## config.mk

```make
export PLATFORM = sky130hd
export DESIGN_NAME = wash_cycle_controller
export DESIGN_NICKNAME = d
export VERILOG_FILES = /design/src/rtl/wash_cycle_controller.sv
export SDC_FILE = /design/constraint.sdc
export NUM_CORES = 1
export LEC_CHECK = 0
export BUFFER_PORTS_ARGS = -buffer_cell sky130_fd_sc_hd__buf_2
export CAP_MARGIN = 20
export CORE_AREA = 2 2 39 41
export DETAILED_ROUTE_END_ITERATION = 8
export DIE_AREA = 0 0 41 43
export PLACE_DENSITY = 0.66
export SLEW_MARGIN = 20
export SYNTH_ARGS = -nofsm -noshare
export SYNTH_HDL_FRONTEND = slang
export SYNTH_SLANG_ARGS = --single-unit
```

## constraint.sdc

```tcl
create_clock -name clk -period 2 [get_ports clk]
set_clock_uncertainty 0.15 [all_clocks]
set_input_delay 0.1 -clock clk [delete_from_list [all_inputs] [get_ports clk]]
set_output_delay 0.1 -clock clk [all_outputs]
set_load 0.02 [all_outputs]
```

## src/rtl/wash_cycle_controller.sv

```systemverilog
// wash_cycle_controller: washer sequencer FILL->WASH->RINSE->SPIN driving the period timer and actuators.
// Define DOUBLE_WASH_EN to allow one extra WASH+RINSE pass requested by double_wash at start.
module wash_cycle_controller #(
    parameter logic [3:0] FILL_TIME  = 4'd2,
    parameter logic [3:0] WASH_TIME  = 4'd5,
    parameter logic [3:0] RINSE_TIME = 4'd2,
    parameter logic [3:0] SPIN_TIME  = 4'd1
) (
    input  logic       clk,
    input  logic       reset,
    input  logic       coin_in,
    input  logic       door_closed,
    input  logic       pause,
    input  logic       cancel,
    input  logic       double_wash,
    input  logic       timer_done,
    output logic       timer_clear,
    output logic       timer_en,
    output logic [3:0] timer_period,
    output logic [2:0] state,
    output logic       water_valve,
    output logic       motor_on,
    output logic       door_lock,
    output logic       cycle_done
);
    typedef enum logic [2:0] {IDLE = 3'd0, FILL = 3'd1, WASH = 3'd2, RINSE = 3'd3, SPIN = 3'd4} state_t;
    state_t state_q, tgt_d;
    logic arm_q, clear_q, en_q, done_q, hold, repeat_wash, enter_d;
    logic [3:0] period_q, period_d;
`ifdef DOUBLE_WASH_EN
    logic dbl_q, pass_q;
    assign repeat_wash = dbl_q && !pass_q;
`else
    logic unused_double_wash;
    assign unused_double_wash = double_wash;
    assign repeat_wash = 1'b0;
`endif
    assign hold = pause || !door_closed;
    // Cancel outranks both hold and timer_done; ARM ignores the stale sticky done.
    always_comb begin
        tgt_d = state_q == IDLE ? FILL :
                (cancel && state_q != SPIN) ? SPIN :
                state_q == FILL ? WASH :
                state_q == WASH ? RINSE :
                state_q == RINSE ? (repeat_wash ? WASH : SPIN) : IDLE;
        enter_d = state_q == IDLE ? coin_in && door_closed :
                  (cancel && state_q != SPIN) || (!hold && !arm_q && timer_done);
        period_d = tgt_d == FILL ? FILL_TIME : tgt_d == WASH ? WASH_TIME :
                   tgt_d == RINSE ? RINSE_TIME : tgt_d == SPIN ? SPIN_TIME : 4'd0;
    end
    always_ff @(posedge clk or posedge reset) begin
        if (reset) begin
            state_q  <= IDLE;
            arm_q    <= 1'b0;
            clear_q  <= 1'b0;
            en_q     <= 1'b0;
            done_q   <= 1'b0;
            period_q <= 4'd0;
`ifdef DOUBLE_WASH_EN
            dbl_q    <= 1'b0;
            pass_q   <= 1'b0;
`endif
        end else begin
            done_q <= 1'b0;
            if (enter_d) begin
                state_q  <= tgt_d;
                arm_q    <= tgt_d != IDLE;
                clear_q  <= tgt_d != IDLE;
                en_q     <= 1'b0;
                period_q <= period_d;
                done_q   <= tgt_d == IDLE;
            end else if (state_q != IDLE) begin
                arm_q   <= arm_q && hold;
                clear_q <= arm_q && hold;
                en_q    <= !hold;
            end
`ifdef DOUBLE_WASH_EN
            if (enter_d && state_q == IDLE) begin
                dbl_q  <= double_wash;
                pass_q <= 1'b0;
            end else if (enter_d && tgt_d == IDLE) begin
                dbl_q  <= 1'b0;
                pass_q <= 1'b0;
            end else if (enter_d && state_q == RINSE && tgt_d == WASH) begin
                pass_q <= 1'b1;
            end
`endif
        end
    end
    assign state        = state_q;
    assign timer_clear  = clear_q;
    assign timer_en     = en_q;
    assign timer_period = period_q;
    assign cycle_done   = done_q;
    assign water_valve  = state_q == FILL || state_q == RINSE;
    assign motor_on     = state_q == WASH || state_q == RINSE || state_q == SPIN;
    assign door_lock    = state_q != IDLE;
endmodule

```

==> results of run 1 <==
## registers in the layout, indices dropped and copies added (netlist names)
name          cells
timer_en          1
timer_period      3
state             3
cycle_done        1
timer_clear       1
## cells in the final DEF (no fill, tap or decap)
master | Yosys | final
sky130_fd_sc_hd__mux2_2 | 1 | 1
sky130_fd_sc_hd__nor2_2 | 1 | 1
sky130_fd_sc_hd__nand3_1 | 1 | 1
sky130_fd_sc_hd__dlygate4sd3_1 | 0 | 2
sky130_fd_sc_hd__and3_2 | 1 | 1
sky130_fd_sc_hd__o211ai_1 | 1 | 1
sky130_fd_sc_hd__clkbuf_1 | 0 | 1
sky130_fd_sc_hd__and4bb_4 | 1 | 1
sky130_fd_sc_hd__nand2b_1 | 1 | 1
sky130_fd_sc_hd__a22oi_1 | 1 | 1
sky130_fd_sc_hd__nor3_4 | 1 | 1
sky130_fd_sc_hd__conb_1 | 1 | 1
sky130_fd_sc_hd__nor3b_1 | 1 | 1
sky130_fd_sc_hd__a2bb2oi_4 | 1 | 1
sky130_fd_sc_hd__clkbuf_4 | 0 | 3
sky130_fd_sc_hd__buf_2 | 2 | 18
sky130_fd_sc_hd__nor3_2 | 1 | 1
sky130_fd_sc_hd__dfrtp_1 | 9 | 9
sky130_fd_sc_hd__nand4bb_1 | 1 | 1
sky130_fd_sc_hd__nand2_1 | 5 | 5
sky130_fd_sc_hd__o21ai_0 | 4 | 4
sky130_fd_sc_hd__nor2_1 | 6 | 6
sky130_fd_sc_hd__a21oi_1 | 4 | 4
sky130_fd_sc_hd__mux2_4 | 1 | 1
sky130_fd_sc_hd__inv_1 | 5 | 5
sky130_fd_sc_hd__a32o_1 | 1 | 1
sky130_fd_sc_hd__or2b_1 | 1 | 1
sky130_fd_sc_hd__a22o_2 | 1 | 1
## routing by layer
metal	vias to the layer above	track usage (%)
li1	229	-
met2	15	19.69
met5	-	0
met4	0	14.00
met1	201	18.67
met3	5	6.283
## report_power, final
| part | internal (mW) | switching [mW] | leakage, nW |
|---|---|---|---|
| clock network | 0.0772 | 0.0677 | 0.0150 |
| registers | 0.236 | 0.0697 | 0.112 |
| logic | 0.187 | 0.246 | 0.211 |
| total | 0.500 | 0.384 | 0.338 |
## metrics by stage
| step | utilization (%) | hold slack [ns] | total power [mW] | instance area (um2) | setup slack (ns) |
|---|---|---|---|---|---|
| after floorplan | - | -0.2221 | 0.6283 | 528.0 | 0.3365 |
| after global placement | 44.85 | -0.07504 | 0.7359 | 620.6 | 0.3974 |
| after detailed placement | 44.85 | -0.06940 | 0.7456 | 620.6 | 0.3771 |
| after CTS | 48.19 | 0.03083 | 0.8976 | 666.9 | 0.3643 |
| after global routing | 48.19 | 0.04776 | 0.9487 | 666.9 | 0.2807 |
| final | 48.19 | 0.03242 | 0.8841 | 666.9 | 0.3630 |
## final timing paths
check / from / end / slack [ns] / cells after the start
min in group asynchronous: reset / timer_en / 0.19 / 3
hold reg to reg: timer_period[2] / timer_period[2] / 0.36 / 1
setup / recovery: state[1] / motor_on / 0.36 / 3
max in group asynchronous: reset / timer_clear / 1.25 / 3
setup reg to reg: state[2] / timer_period[0] / 0.37 / 4
hold / removal: coin_in / timer_en / 0.03 / 3
## final cells by class
cell class | count | area (um2) | share of cell area, %
timing repair buffer | 20 | 110.1 | 16.51
clock buffer | 4 | 26.28 | 3.940
sequential | 9 | 225.2 | 33.77
inverter | 5 | 18.77 | 2.814
multi-input combinational | 37 | 266.5 | 39.96
tap | 16 | 20.02 | 3.002
## cell families after synthesis
kind of cell	Yosys count
muxes	2
and+or+nand+nor	21
other	1
AOI/OAI and AO/OA	13
buffers and inverters	8
DFF	9
## critical path: cells and delay by family (launching register included)
family	cells	cell delay, ns
flops	1	0.55
mux	1	0.28
buf+inv	1	0.15
simple gates	1	0.13
## what timing repair did
action,4_1_cts,5_1_grt
setup buffers,0,0
hold buffers,2,0
endpoints found under the hold margin,10,0
==> reports/qor.tcl, run 1 <==
set qor(timing.final.setup_violations) 0
set qor(timing.critical_path.required_ns) 1.75
set qor(n_fill_cell) 141
set qor(final-instance-count-excl-fill) 91
set qor(max_cap_violations) 0
set qor(cell_area_after_synthesis_um2) 528.0
set qor(path_clk_slew_ns) 0.06
set qor(post-synth-top-count-cell) {sky130_fd_sc_hd__dfrtp_1}
set qor(finalNetCount) 84
set qor(period_share_pct) 81.85
set qor(cts_sinks) 9
set qor(synth_edf_count) 0
set qor(status) {completed}
set qor(mappedNetlistNets) 62
set qor(cts_resized) 0
set qor(synth_cell_type_count) 26
set qor(clk_latency_ns) 0.27
set qor(power.density_cell_area_mw_per_mm2) 1326
set qor(synth_top_family_by_area) {simple AND/OR/NAND/NOR gates}
set qor(yosys-mux-area-fraction_pct) 4.976
set qor(finalHoldViolations) 0
set qor(synth-seq-area-share_pct) 42.65
set qor(grt_pass1_wl_um) 1683
set qor(antenna_violations_before_repair) 0
set qor(period_minus_slack_ns) 1.637
set qor(drt_first_pass_iters) 3
set qor(antenna_cells_inserted) 0
set qor(antenna_violating_nets_post_route) 0
set qor(post_synth.cell_area_avg_um2) 9.778
set qor(routedLengthMet1_um) 510
set qor(dieWidth_um) 41
set qor(yosys_warnings) 0
set qor(crit_type) {register to primary output}
set qor(synth_top_area_share_pct) 42.65
set qor(critPathMaxFanout) 10
set qor(ir_drop_v) 0.0005920
set qor(fin_setup_tns_ns) 0
set qor(post_synth_xor_area_fraction_pct) 0
set qor(synth-async-reset-ratio_pct) 100.0
set qor(post_synth_inst_count) 54
set qor(setup.worst_path.end_class) {primary output}
set qor(numPortBuffers) 18
set qor(setup_repair_after_global_routing_missed_its_margin) {no}
set qor(core_area_mm2) 0.001384
set qor(detailroute.wirelength.met3_um) 74
set qor(timing.critical_path.cells) {nor2_1 -> mux2_2 -> buf_2}
set qor(first_global_vias) 424
set qor(max_clock_buf_depth) 2
set qor(synth_commonest_cells) {9 x sky130_fd_sc_hd__dfrtp_1, 6 x sky130_fd_sc_hd__nor2_1, 5 x sky130_fd_sc_hd__inv_1, 5 x sky130_fd_sc_hd__nand2_1}
set qor(fp-row-count) 14
set qor(timing.critical_path.slowest_stage_cell) {sky130_fd_sc_hd__dfrtp_1}
set qor(full_die_area_mm2) 0.001763
set qor(met2WireLength_um) 449
set qor(place.gp.congestion) 0.8489
set qor(ctsHtreeMaxLevel) 1
set qor(ctsRootBufferMaster) {sky130_fd_sc_hd__clkbuf_4}
set qor(critical_path.max_stage_delay_ns) 0.55
set qor(cts_inserted_buffers) 3
set qor(start_util_pct) 38.16
set qor(postRouteWirelength_um) 1076
set qor(initialDrtViolationCount) 4
set qor(synth_compound_gate_area_share_pct) 19.19
set qor(pin_count) 21
set qor(final_layout_size_suffix_gt1_share_pct) 40.00
set qor(postSynth.topFlopCell) {sky130_fd_sc_hd__dfrtp_1}
set qor(grt_max_degree) 11
set qor(maxClockFrequency_mhz) 610.9
set qor(synth-seq-cells) 9
set qor(crit_path_start_kind) {register}
set qor(synthAdderAreaFrac_pct) 0
set qor(final-max-slew-violation-count) 0
set qor(vias) 450
set qor(die_h_um) 43
set qor(topRoutingLayerUsed) {met4}
set qor(synth_simple_gate_area_share_pct) 25.59
set qor(wire_per_inst_um) 11.82
set qor(post-route-drc-count) 0
set qor(post-place-cells) 85
set qor(routed_via_density) 4.945
set qor(leakagePower_nw) 0.3383
set qor(cts_tree) {built}
set qor(global_route.usage.total_pct) 15.43
set qor(areaGrowthSynthToFinish_pct) 26.30
set qor(synth.top_cells.by_area) {sky130_fd_sc_hd__dfrtp_1 43%, sky130_fd_sc_hd__a2bb2oi_4 5.0%, sky130_fd_sc_hd__nor2_1 4.3%}
set qor(min_path_type) {input pin to register}
set qor(dp_wirelength_um) 812.6
set qor(grt.overflow.total) 0
set qor(timing.critical_path.arrival_ns) 1.39
set qor(post-synth-top-area-cell) {sky130_fd_sc_hd__dfrtp_1}
No activity file was read; power rests on OpenSTA's default activity.
==> inputs of run 2 (changes only) <==
==> constraint.sdc (replaced) <==
create_clock -name clk -period 1.6 [get_ports clk]
set_clock_uncertainty 0.15 [all_clocks]
set_input_delay 0.08 -clock clk [delete_from_list [all_inputs] [get_ports clk]]
set_output_delay 0.08 -clock clk [all_outputs]
set_load 0.02 [all_outputs]
==> run 2 against run 1 <==
Final area rose by 7.7%; cell count rose by 5.5%; critical path depth rose by 1; global-route usage fell by 0.16 points; largest power group unchanged; total power rose by 33%; worst hold slack improved by 0.0097 ns; die area did not move; routed wire length rose by 3.3%; core utilization rose by 3.7 points; via count rose by 6.7%; combinational power rose by 44%.
==> reports/qor.tcl, run 2 (synthesized netlist as in run 1, its figures left out) <==
set qor(top_cell_family_by_delay_on_the_critical_path) {simple AND/OR/NAND/NOR gates}
set qor(dp_wirelength_um) 851.1
set qor(comb_power_share_pct) 53.1
set qor(max_clock_buf_depth) 2
set qor(switching_share_pct) 41.62
set qor(path_clk_slew_ns) 0.06
set qor(r2r_slack_ns) 0.03
set qor(cp.depth) 4
set qor(hold-path-cell-count) 3
set qor(final-instance-count-excl-fill) 96
set qor(max_cap_violations) 0
set qor(finalHoldViolations) 0
set qor(timing.critical_path.required_ns) 1.59
set qor(routed_via_density) 5.000
set qor(multi_input_comb_area_um2) 277.8
set qor(full_die_area_mm2) 0.001763
set qor(status) {completed}
set qor(critical_path.max_stage_delay_ns) 0.41
set qor(n_fill_cell) 128
set qor(grt_max_degree) 10
set qor(initialDrtViolationCount) 18
set qor(hold_slack_ns) 0.04214
set qor(timing.critical_path.arrival_ns) 1.55
set qor(vias) 480
set qor(final_layout_size_suffix_gt1_share_pct) 48.75
set qor(postRouteWirelength_um) 1112
set qor(crit_type) {register to register}
set qor(power_total_mw) 1.173
set qor(clockPowerShare_pct) 14.6
set qor(critPathMaxFanout) 4
set qor(ctsHtreeMaxLevel) 1
set qor(final_common_cell) {sky130_fd_sc_hd__buf_2}
set qor(setup_ws_ns) 0.03447
set qor(grt_pass1_wl_um) 1814
set qor(period_share_pct) 97.85
set qor(drt_first_pass_iters) 4
set qor(period_minus_slack_ns) 1.566
set qor(antenna_violations_before_repair) 0
set qor(dieWidth_um) 41
set qor(final_cell_mix) {18 x sky130_fd_sc_hd__buf_2, 7 x sky130_fd_sc_hd__dfrtp_1}
set qor(ir_drop_v) 0.0009033
set qor(ctsRootBufferMaster) {sky130_fd_sc_hd__clkbuf_4}
set qor(core_area_mm2) 0.001384
set qor(timing.final.setup_violations) 0
set qor(pin_count) 21
set qor(setup.worst_path.end_class) {register}
set qor(antenna_cells_inserted) 0
set qor(post-place-cells) 89
set qor(post-route-drc-count) 0
set qor(first_global_vias) 441
set qor(pre_cts_ws_ns) -0.0004696
set qor(clk_latency_ns) 0.25
set qor(final-max-slew-violation-count) 0
set qor(min_path_type) {input pin to register}
set qor(areaGrowthSynthToFinish_pct) 36.02
set qor(finalNetCount) 89
set qor(cts_tree) {built}
set qor(power_frac_seq_pct) 32.3
set qor(timing.critical_path.cells) {and4bb_4 -> nor2_4 -> a2bb2oi_4 -> mux2_4}
set qor(crit_path_start_kind) {register}
set qor(fp-row-count) 14
set qor(power_switching_uw) 488.3
set qor(cp.buffers_inverters) 0
set qor(global_route.usage.total_pct) 15.27
set qor(p_int_uw) 684.9
set qor(cts_inserted_buffers) 3
set qor(numPortBuffers) 18
set qor(power.density_cell_area_mw_per_mm2) 1634
set qor(leakagePower_nw) 0.3610
set qor(start_util_pct) 38.16
set qor(maxClockFrequency_mhz) 638.8
set qor(place.gp.congestion) 0.7669
set qor(grt.overflow.total) 0
set qor(ff_latch_area_um2) 227.7
set qor(timing.critical_path.slowest_stage_cell) {sky130_fd_sc_hd__dfrtp_2}
set qor(die_h_um) 43
set qor(worstRegToRegCells) 4
set qor(cts_sinks) 9
set qor(antenna_violating_nets_post_route) 0
set qor(wire_per_inst_um) 11.58
run 2: changes by cell type in the layout (fill, tap and decap cells not counted), sizes merged:
cell	delta
buf	+5
run 2: layer usage:
layer / share of wire (%) / up-vias / GRT usage [%]
li1: - / 241 / -
met1: 46 / 221 / 21.89
met2: 46 / 16 / 20.94
met3: 6.7 / 2 / 3.141
met4: 0.72 / 0 / 8.000
met5: 0 / - / 0
run 2: area by class of cell:
class / instances / share of cell area, %
inverter: 5 / 2.613
clock buffer: 4 / 3.659
multi-input combinational: 37 / 38.68
sequential: 9 / 31.71
tap: 16 / 2.787
timing repair buffer: 25 / 20.56
run 2: final timing paths:
check,startpoint,endpoint
min in group asynchronous,reset,timer_en
min reg2reg,timer_period[2],timer_period[2]
max reg2reg,timer_clear,timer_period[0]
max,timer_clear,timer_period[0]
max in group asynchronous,reset,state[0]
min,coin_in,timer_en
run 2: power by group through the flow:
| stage | Clock, mW | Combinational (mW) | Sequential, mW |
|---|---|---|---|
| floorplan | 0 | 0.349 | 0.447 |
| global placement | 0 | 0.596 | 0.375 |
| detailed placement | 0 | 0.600 | 0.379 |
| CTS | 0.180 | 0.628 | 0.375 |
| global route | 0.203 | 0.680 | 0.390 |
| finish | 0.171 | 0.623 | 0.379 |
run 2: worst min-delay path, cell delays in order:
cell                      delay (ns)
sky130_fd_sc_hd__buf_2          0.12
sky130_fd_sc_hd__nand2_1        0.06
sky130_fd_sc_hd__a32o_1         0.15
run 2: repair_timing:
item	CTS	global route
endpoints found under the setup margin	1	2
hold endpoints to repair	10	0
hold buffers	2	0
gates cloned	0	0
pin swaps	1	0
resized for setup	0	2
buffers inserted	1	0
run 2: stage by stage:
step / utilization (%) / cell area, um2 / setup TNS, ns
final: 51.90 / 718.2 / 0
after global routing: 51.90 / 718.2 / -0.0007613
after CTS: 51.45 / 711.9 / 0
after detailed placement: 47.56 / 658.1 / -0.0004696
after global placement: 47.56 / 658.1 / 0
after floorplan: - / 535.5 / 0
